**config.mk**
```make
export PLATFORM = sky130hd
export DESIGN_NAME = ckegen_multi_flat
export DESIGN_NICKNAME = d
export VERILOG_FILES = /design/src/rtl/ckegen_multi_if.sv /design/src/rtl/ckegen_multi.sv /design/src/flat_wrapper.sv
export SDC_FILE = /design/constraint.sdc
export NUM_CORES = 1
export LEC_CHECK = 0
export ABC_AREA = 1
export CAP_MARGIN = 20
export CELL_PAD_IN_SITES_DETAIL_PLACEMENT = 1
export CELL_PAD_IN_SITES_GLOBAL_PLACEMENT = 1
export CORE_MARGIN = 4
export CORE_UTILIZATION = 46
export CTS_BUF_LIST = sky130_fd_sc_hd__clkbuf_4
export CTS_CLUSTER_SIZE = 10
export DETAILED_ROUTE_END_ITERATION = 12
export PLACE_DENSITY_LB_ADDON = 0.15
export REMOVE_ABC_BUFFERS = 1
export SYNTH_ARGS = -nofsm -noshare
export SYNTH_HDL_FRONTEND = slang
export SYNTH_SLANG_ARGS = --single-unit
```
**constraint.sdc**
```tcl
create_clock -name clk -period 3.04 [get_ports clk]
set_clock_uncertainty 0.05 [all_clocks]
set_input_delay 0.608 -clock clk [delete_from_list [all_inputs] [get_ports clk]]
set_output_delay 0.608 -clock clk [all_outputs]
set_load 0.01 [all_outputs]
```
**src/rtl/ckegen_multi_if.sv**
```systemverilog
// Control and status bundle for the multi-channel clock-enable generator.
// The master drives the enables, modes and divisor writes; the slave returns the pulses and busy flags.
interface ckegen_multi_if #(
  parameter int N = 4,
  parameter int W = 32
);
  localparam int SW = (N > 1) ? $clog2(N) : 1;

  logic [N-1:0]  ena;
  logic [N-1:0]  oneshot;
  logic          div_we;
  logic [SW-1:0] div_sel;
  logic [W-1:0]  div_val;
  logic [N-1:0]  gen;
  logic [N-1:0]  busy;

  modport master (
    output ena, oneshot, div_we, div_sel, div_val,
    input  gen, busy
  );

  modport slave (
    input  ena, oneshot, div_we, div_sel, div_val,
    output gen, busy
  );
endinterface

```
**src/rtl/ckegen_multi.sv**
```systemverilog
// N independent, runtime-programmable enable generators (periodic or one-shot) sharing one clock.
// Divisor writes land in a shadow register and reach the active divisor only while idle or at a wrap.
module ckegen_multi #(
  parameter int N           = 4,
  parameter int W           = 32,
  parameter int DEFAULT_DIV = 50000000
) (
  input  logic         clk,
  input  logic         rst,
  ckegen_multi_if.slave cke
);

  localparam logic [W-1:0] DEF_DIV = W'(DEFAULT_DIV);
  localparam logic [W-1:0] ONE     = W'(1);

  typedef enum logic [1:0] {IDLE, RUN, DONE} state_e;

  genvar gi;
  generate
    for (gi = 0; gi < N; gi++) begin : g_ch
      state_e       state_q, state_d;
      logic [W-1:0] cnt_q, cnt_d;
      logic [W-1:0] div_sh_q, div_sh_d;
      logic [W-1:0] div_a_q, div_a_d;
      logic         mode_q, mode_d;
      logic         gen_c, busy_c;

      always_ff @(posedge clk) begin
        if (rst) begin
          state_q  <= IDLE;
          cnt_q    <= '0;
          div_sh_q <= DEF_DIV;
          div_a_q  <= DEF_DIV;
          mode_q   <= 1'b0;
        end else begin
          state_q  <= state_d;
          cnt_q    <= cnt_d;
          div_sh_q <= div_sh_d;
          div_a_q  <= div_a_d;
          mode_q   <= mode_d;
        end
      end

      always_comb begin
        state_d  = state_q;
        cnt_d    = cnt_q;
        div_sh_d = div_sh_q;
        div_a_d  = div_a_q;
        mode_d   = mode_q;

        // Zero is promoted to 1 so the wrap compare (div_a-1) can never underflow.
        if (cke.div_we && (32'(cke.div_sel) == gi)) begin
          div_sh_d = (cke.div_val == '0) ? ONE : cke.div_val;
        end

        case (state_q)
          IDLE: begin
            div_a_d = div_sh_q;
            cnt_d   = '0;
            if (cke.ena[gi]) begin
              mode_d = cke.oneshot[gi];
              // Decide on the divisor being loaded now, not the stale active copy.
              if (div_sh_q == ONE) begin
                state_d = cke.oneshot[gi] ? DONE : RUN;
              end else begin
                state_d = RUN;
                cnt_d   = ONE;
              end
            end
          end
          RUN: begin
            if (!cke.ena[gi]) begin
              state_d = IDLE;
              cnt_d   = '0;
            end else if (cnt_q == div_a_q - ONE) begin
              cnt_d = '0;
              if (mode_q) begin
                state_d = DONE;
              end else begin
                div_a_d = div_sh_q;
              end
            end else begin
              cnt_d = cnt_q + ONE;
            end
          end
          DONE: begin
            if (!cke.ena[gi]) begin
              state_d = IDLE;
            end
          end
          default: begin
            state_d = IDLE;
            cnt_d   = '0;
          end
        endcase
      end

      always_comb begin
        gen_c  = !rst && cke.ena[gi] && (cnt_q == '0) && (state_q != DONE);
        busy_c = !rst && (((state_q == IDLE) && cke.ena[gi]) || (state_q == RUN));
      end

      assign cke.gen[gi]  = gen_c;
      assign cke.busy[gi] = busy_c;
    end
  endgenerate

endmodule

```
**src/flat_wrapper.sv**
```systemverilog
// flat-port wrapper written by rule: the top's interface ports become plain ports
module ckegen_multi_flat 
#(
  parameter int N           = 4,
  parameter int W           = 32,
  parameter int DEFAULT_DIV = 50000000
)
  (clk, rst, cke_ena, cke_oneshot, cke_div_we, cke_div_sel, cke_div_val, cke_gen, cke_busy);
  ckegen_multi_if #(.N(N), .W(W)) cke_i ();
  input  logic clk;
  input  logic rst;
  input wire logic [$bits(cke_i.ena)-1:0] cke_ena;
  input wire logic [$bits(cke_i.oneshot)-1:0] cke_oneshot;
  input wire logic [$bits(cke_i.div_we)-1:0] cke_div_we;
  input wire logic [$bits(cke_i.div_sel)-1:0] cke_div_sel;
  input wire logic [$bits(cke_i.div_val)-1:0] cke_div_val;
  output wire logic [$bits(cke_i.gen)-1:0] cke_gen;
  output wire logic [$bits(cke_i.busy)-1:0] cke_busy;
  assign cke_i.ena = cke_ena;
  assign cke_i.oneshot = cke_oneshot;
  assign cke_i.div_we = cke_div_we;
  assign cke_i.div_sel = cke_div_sel;
  assign cke_i.div_val = cke_div_val;
  assign cke_gen = cke_i.gen;
  assign cke_busy = cke_i.busy;
  ckegen_multi #(.N(N), .W(W), .DEFAULT_DIV(DEFAULT_DIV)) u_core (.clk(clk), .rst(rst), .cke(cke_i));
endmodule
```
# [Word-level counts from Yosys, hierarchy flattened]
# Cells that the tools add are included.
[totals] reg_bits=396 output_inout_bits=8
[classes] n_addsub=8 eq_ne=51 mux=69 n_reduce_logical=55
[op_table] operator="two-way mux 32 bit" n=25
[op_table] operator="case mux 32 bit (3 select lines)" n=4
[op_table] operator="case mux 32 bit (2 select lines)" n=4
[op_table] operator="zero test 32 bit" n=5
[op_table] operator="adder 32 x 1 -> 32 bit, second input constant" n=4
[op_table] operator="equality test 32 x 1 -> 1 bit, second input constant" n=4
[op_table] operator="equality test 32 bit" n=4
[op_table] operator="subtractor 32 x 1 -> 32 bit, second input constant" n=4
[op_table] operator="two-way mux 2 bit" n=28
[op_table] operator="!= test 2 bit, second input constant" n=20
[op_table] operator="AND reduction 4 bit" n=8
[op_table] operator="logical AND 1 bit" n=24
[op_table] operator="!= test 3 x 2 -> 1 bit, second input constant" n=8
[op_table] operator="case mux 2 bit (3 select lines)" n=4
[op_table] operator="equality test 2 bit, second input constant" n=6
[op_table] operator="equality test 2 x 1 -> 1 bit, second input constant" n=5
[op_table] operator="zero test 2 bit" n=5
[op_table] operator="!= test 2 x 1 -> 1 bit, second input constant" n=4
[op_table] operator="AND reduction 2 bit" n=4
[op_table] operator="nonzero test 2 bit" n=4
[op_table] operator="logical OR 1 bit" n=4
[op_table] operator="two-way mux 1 bit" n=4
[op_table] operator="zero test 1 bit" n=1

# [Depth between registers and ports, before layout]
# Gate-level depths: netlist of the first run.
[depth] ltp_word=5 mapped_depth=19 ltp_nobuf=18

# [Worst setup path after synthesis of the first run]
# Ideal clock, no wire load.
[synth_path] kind="flip-flop to flip-flop" start="register u_core.g_ch[1].div_a_q[0]" end="register u_core.g_ch[1].div_a_q[21]" setup_ps=134 arrival_ps=2152 required_ps=2856 path_slack_ps=704 stages_incl_launch_ff=15 n_path_buf=1 cell_sequence="dfxtp_1 > inv_1 > ha_1 > nand3_1 > nor2_2 > nand2_1 > nor2_1 > nand2_1 > xor2_1 > nand3_1 > nor2_1 > nand4_2 > clkbuf_1 > nand3_1 > nand3_1"
[synth_between] elab_chain_len=4
[synth_lines] element="start: declaration" line="ckegen_multi.sv:24" source="logic [W-1:0] div_a_q, div_a_d;"
[synth_lines] element="start signal: assignment" line="ckegen_multi.sv:39" source="div_a_q <= div_a_d;"
[synth_lines] element="subtractor 32 x 1 -> 32 bit" line="ckegen_multi.sv:75" source="end else if (cnt_q == div_a_q - ONE) begin"
[synth_lines] element="equality test 32 bit" line="ckegen_multi.sv:75"
[synth_lines] element="!= test 2 x 1 -> 1 bit (no source line)"
[synth_lines] element="AND reduction 4 bit (no source line)"
# No other way between the ends.
# A chain may end at the register's enable or synchronous reset.

# [Worst setup path in the final report of the first run]
[layout_path] start="register u_core.g_ch[1].cnt_q[13]" end="output cke_gen[1]"
[layout_between] elab_chain_len=3
[layout_lines] element="start: declaration" line="ckegen_multi.sv:22" source="logic [W-1:0] cnt_q, cnt_d;"
[layout_lines] element="start signal: assignment" line="ckegen_multi.sv:37" source="cnt_q <= cnt_d;"
[layout_lines] element="zero test 32 bit" line="ckegen_multi.sv:99" source="gen_c = !rst && cke.ena[gi] && (cnt_q == '0) && (state_q != DONE);"
[layout_lines] element="logical AND 1 bit (2 in series)" line="ckegen_multi.sv:99"
[layout_lines] element="end: declaration" line="flat_wrapper.sv:17" source="output wire logic [$bits(cke_i.gen)-1:0] cke_gen;"
# No other way between the ends.

==> flow_metrics.tcl, run 1 <==
set metrics [dict create \
    clk_latency_ps 910 \
    die_w_um 237 \
    critPathBufInv 1 \
    cp-start-kind "flip-flop" \
    cts_buffers 108 \
    netlist_instances 3800 \
    worst_pin_slew_ps 852 \
    ys_ff_latch 396 \
    period_minus_slack_ps 3050 \
    cts_buffer_depth 3 \
    rows 83 \
    finalCritPeriodShare 1.00 \
    dp.cells 4434 \
    slew_violations 0 \
    synth_edf_count 0 \
    syn-cell-area_um2 24100 \
    stdcell_count 4642 \
    wl_per_cell_um 18.8 \
    numPortBuffers 52 \
    pin_count 53 \
    cp_data_arrival_time_ps 2390 \
    run_status "finished, violations left" \
    critPathMaxFanout 2 \
    cts_tree "done" \
    ys.warnings.count 0 \
    grt_max_degree 107 \
    hold_path_class "in -> reg" \
    final_core_util 0.526 \
    via_per_inst 5.56 \
    cp_top_family "simple AND/OR/NAND/NOR gates" \
    path_cells "or4_4 > nor4_4 > nand3_1 > nor4_1 > buf_2" \
    power_density_nw_per_um2 616 \
    cp_slowest_stage_delay_ps 550 \
    htreeDepth 3 \
    grt-ovfl-total 0 \
    clkTransAtPathRegs_ps 70 \
    wl_um 87000 \
    drive_above_1_share 0.112 \
    synth_ff_type "dfxtp_1" \
    crit_type "reg -> out" \
    grt_usage 0.300 \
    syn_to_final_growth_pct 12.6 \
    ir_worst_vdd_mv 0.582 \
    syn_avg_cell_area_um2 6.33 \
    slew_headroom 0.432 \
    hold_viol 0 \
    yosys.cell_types.count 48 \
    die_h_um 237 \
    initial_utilization 0.467 \
    core-area_um2 51500 \
    grt_pass1_vias 26600 \
    rsz0062_at_grt "yes" \
    hpwl_um 64300 \
    synth_top_area_share 0.329 \
    synth.area.top_cells "dfxtp_1 33%, nand2_1 14%, nor2_1 7.6%, nand3_1 7.3%, inv_1 6.5%" \
    grt_pass1_wl_um 139000 \
    synth_area_leader_cell "dfxtp_1" \
    drtPass1Iterations 5 \
    p_leak_nw 11.6 \
    die-area_um2 56000 \
    antenna_found_initial 2 \
    worstPathRequired_ps 2380 \
    ant_nets 0 \
    clock.fmax_ghz 0.328 \
    end_kind "primary output" \
    fillers 7111 \
    nets 3940 \
    cpMaxStageDelayCell "or4_4" \
    setup_viol 1 \
    synth_seq_area_share 0.329 \
    drt_iter0_markers 1685 \
    synthArstFlopShare 0 \
    worst_slack_ps -6.03 \
    drc 0 \
    routabilityCongestion 0.927 \
    cts_root_buf "clkbuf_4" \
    cts.sinks 396 \
    violations "setup timing" \
    vias 25800 \
    maxCapViolCount 0 \
]
-- through the flow --
stage	cell area, um^2	total power [mW]	hold WS, ps	setup slack, ps	setup TNS (ps)
floorplan	23300	9.94	379	-2170	-433480
global placement	25400	11.6	400	62.5	0
detailed placement	25400	11.9	402	-6.93	-22.7
CTS	26900	16.7	19.0	-104	-121
global route	27100	17.9	4.28	-163	-347
finish	27100	16.7	72.5	-6.03	-6.03
-- layer usage --
| metal | up-vias | part of all wire | global-route usage |
|---|---|---|---|
| li1 | 12500 | - | - |
| met1 | 12600 | 0.44 | 0.383 |
| met2 | 538 | 0.47 | 0.511 |
| met3 | 162 | 0.046 | 0.0515 |
| met4 | 0 | 0.034 | 0.109 |
| met5 | - | 0 | 0 |
-- state kept, by name (all words and copies together), names as in the netlist --
register	count
u_core.g_ch.cnt_q	128
u_core.g_ch.div_a_q	128
u_core.g_ch.div_sh_q	128
u_core.g_ch.mode_q	4
u_core.g_ch.state_q	8
-- cell usage in the layout, fill, tap and decap left out, types with 10 or more instances in the layout --
| cell | netlist | final |
|---|---|---|
| o211ai_1 | 11 | 11 |
| nand3b_1 | 30 | 30 |
| inv_2 | 11 | 37 |
| xnor2_1 | 54 | 54 |
| dfxtp_1 | 396 | 369 |
| nor2_4 | 3 | 10 |
| o21ai_0 | 134 | 134 |
| a21oi_1 | 265 | 264 |
| nand4_1 | 173 | 173 |
| nor3_1 | 49 | 48 |
| ha_1 | 12 | 12 |
| inv_1 | 419 | 392 |
| nor2_2 | 24 | 35 |
| nor2_1 | 487 | 469 |
| nor4_1 | 50 | 41 |
| o21ai_1 | 14 | 14 |
| buf_4 | 9 | 95 |
| nand2_1 | 887 | 884 |
| dfxtp_2 | 0 | 14 |
| clkbuf_4 | 0 | 159 |
| and2_1 | 12 | 12 |
| clkdlybuf4s50_1 | 0 | 43 |
| dfxtp_4 | 0 | 13 |
| clkinv_1 | 5 | 22 |
| nand3_1 | 349 | 347 |
| xor2_1 | 151 | 150 |
| or2_2 | 25 | 25 |
-- cell usage after synthesis (2+ instances only) --
| master | number |
|---|---|
| nor2_4 | 3 |
| o21ai_0 | 134 |
| nand3_2 | 4 |
| and2_1 | 12 |
| inv_1 | 419 |
| nor2_1 | 487 |
| and3_1 | 3 |
| nand3_1 | 349 |
| o21ai_1 | 14 |
| nand4_1 | 173 |
| or2_1 | 3 |
| o31ai_1 | 3 |
| nand4_2 | 2 |
| buf_4 | 9 |
| nor3_1 | 49 |
| dfxtp_1 | 396 |
| nor3_2 | 2 |
| nor4_1 | 50 |
| nand2_2 | 7 |
| inv_2 | 11 |
| ha_1 | 12 |
| clkbuf_1 | 125 |
| or2_2 | 25 |
| a21oi_1 | 265 |
| nor2_2 | 24 |
| a21o_1 | 2 |
| nand2_1 | 887 |
| nand3b_1 | 30 |
| buf_1 | 14 |
| o211ai_1 | 11 |
| xor2_1 | 151 |
| o21bai_1 | 9 |
| a211oi_1 | 2 |
| buf_6 | 3 |
| xnor2_1 | 54 |
| clkinv_1 | 5 |
| buf_2 | 28 |
| o21a_1 | 7 |
| o22ai_1 | 7 |
-- worst reg2reg max path, stage by stage (launching register included) --
cell and delay [ps]:
dfxtp_1 400, ha_1 230, nand3_1 130, nor2_1 210, nand2_1 110, nor3_1 360
nand4_1 260, nor2_1 300, inv_1 110, nor3_1 240, or2_2 170, nand3_1 60
a21oi_1 120
-- power breakdown --
part           switching, mW  internal [mW]
Sequential             0.693           5.72
Combinational           3.62           1.88
Clock                   2.40           2.38
-- area by class of cell --
class	instances	area, um^2	share of cell area
diodes	3	7.51	0.000277
clock buffers	159	1190	0.0441
clock inverters	27	128	0.00471
inverters	435	1640	0.0607
multi-input cells	2791	14000	0.516
flip-flops and latches	396	7990	0.295
well taps	680	851	0.0314
repair buffers	151	1310	0.0482
-- cell families after synthesis --
family / Yosys count / synth area share
buffers and inverters: 614 / 0.0995
DFF: 396 / 0.329
AOI/OAI and AO/OA: 456 / 0.0990
adders and majority gates: 12 / 0.00624
xor gates and xnor gates: 205 / 0.0746
and+or+nand+nor: 2117 / 0.391
-- worst paths after layout --
kind | from | to | slack [ps] | cells after the start
setup / recovery | u_core.g_ch[1].cnt_q[13]$_SDFFE_PP0N_ | cke_gen[1] | -6 | 5
hold / removal | rst | u_core.g_ch[3].cnt_q[30]$_SDFFE_PP0N_ | 70 | 4
setup reg to reg | u_core.g_ch[1].cnt_q[0]$_SDFFE_PP0N_ | u_core.g_ch[1].cnt_q[30]$_SDFFE_PP0N_ | 230 | 12
hold reg to reg | u_core.g_ch[3].div_sh_q[14]$_SDFFE_PP1P_ | u_core.g_ch[3].div_a_q[14]$_SDFFE_PP1P_ | 420 | 2
-- repair_timing --
item / CTS / global route
hold buffers: 0 / 0
gates cloned: 0 / 1
setup endpoints to repair: 21 / 120
buffers inserted: 15 / 3
gates resized for setup: 88 / 42
pin swaps: 8 / 9
No activity file was read; power rests on OpenSTA's default activity.
==> run 2, diff against run 1 <==
--- a/config.mk
+++ b/config.mk
@@ -16,6 +16,7 @@
 export DETAILED_ROUTE_END_ITERATION = 12
 export PLACE_DENSITY_LB_ADDON = 0.15
 export REMOVE_ABC_BUFFERS = 1
+export SETUP_SLACK_MARGIN = 0.4
 export SYNTH_ARGS = -nofsm -noshare
 export SYNTH_HDL_FRONTEND = slang
 export SYNTH_SLANG_ARGS = --single-unit
==> run 2 against run 1 <==
  * The run still ends with setup timing left
  * Setup slack worse by 16 ps
  * Final cell count grew 0.99%
  * Global-route usage grew 0.41 points
  * Combinational power up 21%
  * Register-to-register slack better by 100 ps
  * Critical path depth unchanged
  * Sequential power increased by 1%
  * Via count grew 2.9%
  * Maximum frequency shrank 0.52%
  * Largest cell class unchanged
==> flow_metrics.tcl, run 2 (synthesized netlist as in run 1, its figures left out) <==
set metrics [dict create \
    run_status "finished, violations left" \
    violations "setup timing" \
    final_common_cell "nand2_1" \
    routabilityCongestion 0.927 \
    syn_to_final_growth_pct 19.0 \
    die_h_um 237 \
    p_leak_nw 12.1 \
    maxCapViolCount 0 \
    reg_top3 "u_core.g_ch.cnt_q x128, u_core.g_ch.div_a_q x128, u_core.g_ch.div_sh_q x128" \
    wl_met3_um 4360 \
    dr_wl_met2_um 44800 \
    rsz0062_at_grt "yes" \
    ant_nets 0 \
    fillers 6961 \
    wl_um 92400 \
    ir_worst_vdd_mv 0.693 \
    htreeDepth 3 \
    clk_latency_ps 930 \
    p_int_mw 10.5 \
    final_core_util 0.556 \
    swShare 0.413 \
    numPortBuffers 52 \
    pwr-share-clk 0.268 \
    fin_tns_setup_ps -21.9 \
    power_mw 18.0 \
    cts_tree "done" \
    hold_viol 0 \
    cpMaxStageDelayCell "or4_4" \
    antenna_found_initial 2 \
    final_cell_mix "841 x nand2_1, 391 x nor2_1, 383 x inv_1, 346 x dfxtp_1, 326 x nand3_1" \
    top_layer "met4" \
    power_density_nw_per_um2 628 \
    die_w_um 237 \
    grt_usage 0.304 \
    core-area_um2 51500 \
    cts.sinks 396 \
    nets 3986 \
    path_cells "or4_4 > nor4_4 > nand3_1 > nor4_1 > buf_2" \
    grt_pass1_vias 26900 \
    cp-start-kind "flip-flop" \
    slew_headroom 0.416 \
    cp_data_arrival_time_ps 2400 \
    cts_root_buf "clkbuf_4" \
    critPathMaxFanout 2 \
    rows 83 \
    clkTransAtPathRegs_ps 70 \
    hpwl_um 64300 \
    wl_per_cell_um 19.7 \
    crit_type "reg -> out" \
    grt_max_degree 107 \
    grt-ovfl-total 0 \
    switchingPower_mw 7.43 \
    drt-met1-wl_um 39800 \
    sequentialPowerShare 0.361 \
    combPwrFrac 0.371 \
    die-area_um2 56000 \
    drtPass1Iterations 5 \
    finalCritPeriodShare 1.01 \
    drive_above_1_share 0.174 \
    drc 0 \
    setup_viol 1 \
    worstPathRequired_ps 2380 \
    period_minus_slack_ps 3060 \
    cts_buffers 108 \
    vias 26600 \
    pin_count 53 \
    fin_hold_ws_ps 66.3 \
    via_per_inst 5.67 \
    cts_buffer_depth 3 \
    hold_path_class "in -> reg" \
    drt_iter0_markers 1804 \
    place_ws_ps -6.93 \
    slew_violations 0 \
    cp_slowest_stage_delay_ps 550 \
    initial_utilization 0.467 \
    worst_slack_ps -21.9 \
    end_kind "primary output" \
    grt_pass1_wl_um 141000 \
    worst_pin_slew_ps 876 \
    clock.fmax_ghz 0.327 \
]
run 2: changes by cell type in the layout (fill, tap and decap cells not counted), moves of 23 or more:
cell | before | now
nor2_1 | 469 | 391
nand2_1 | 884 | 841
nor2_4 | 10 | 50
nor2_2 | 35 | 73
nand2_2 | 9 | 41
buf_4 | 95 | 118
dfxtp_1 | 369 | 346
run 2: worst paths after layout:
check	startpoint	to	slack [ps]	depth (start not counted)
worst max-delay path	u_core.g_ch[1].cnt_q[13]$_SDFFE_PP0N_	cke_gen[1]	-20	5
worst min register to register	u_core.g_ch[0].div_sh_q[24]$_SDFFE_PP0P_	u_core.g_ch[0].div_a_q[24]$_SDFFE_PP0P_	420	2
worst min-delay path	rst	u_core.g_ch[3].cnt_q[30]$_SDFFE_PP0N_	70	4
worst max register to register	u_core.g_ch[3].div_a_q[1]$_SDFFE_PP0P_	u_core.g_ch[3].div_a_q[3]$_SDFFE_PP0P_	330	17
run 2: critical path, delay by kind of cell (launching register included):
kind / cells / cell delay, ps
and+or+nand+nor: 4 / 1040
DFF: 1 / 310
buffers and inverters: 1 / 170
run 2: layout make-up:
type / count / area, um^2 / share of cell area
antenna: 3 / 7.51 / 0.000262
clock buffer: 159 / 1190 / 0.0417
clock inverter: 27 / 128 / 0.00446
inverter: 435 / 1660 / 0.0579
multi-input combinational: 2793 / 15000 / 0.522
sequential: 396 / 8040 / 0.281
tap: 680 / 851 / 0.0297
timing repair buffer: 195 / 1810 / 0.0631
run 2: power groups by stage:
stage	logic (mW)	clock network, mW	registers (mW)
global route	7.32	5.21	6.54
detailed placement	5.35	0	6.50
CTS	5.65	4.90	6.41
finish	6.67	4.83	6.48
global placement	5.14	0	6.48
floorplan	3.68	0	6.26
run 2: through the flow:
| step | instances | instance area [um^2] |
|---|---|---|
| 2_1_floorplan | 3621 | 23300 |
| 3_3_place_gp | 4434 | 25400 |
| 3_5_place_dp | 4434 | 25400 |
| 4_1_cts | 4648 | 27300 |
| 5_1_grt | 4688 | 28600 |
| 6_report | 4688 | 28600 |
run 2: what timing repair did:
item	in CTS	in global routing
setup endpoints to repair	220	230
endpoints found under the hold margin	0	0
gates resized for setup	189	257
pin swaps	22	72
hold buffers	0	0
buffers inserted	25	31
cloned	3	6
run 2: layer usage:
metal  up-vias  GRT usage
met2       702      0.528
met4         0     0.0991
met5         -          0
met3       221     0.0438
met1     13000      0.389
li1      12600          -
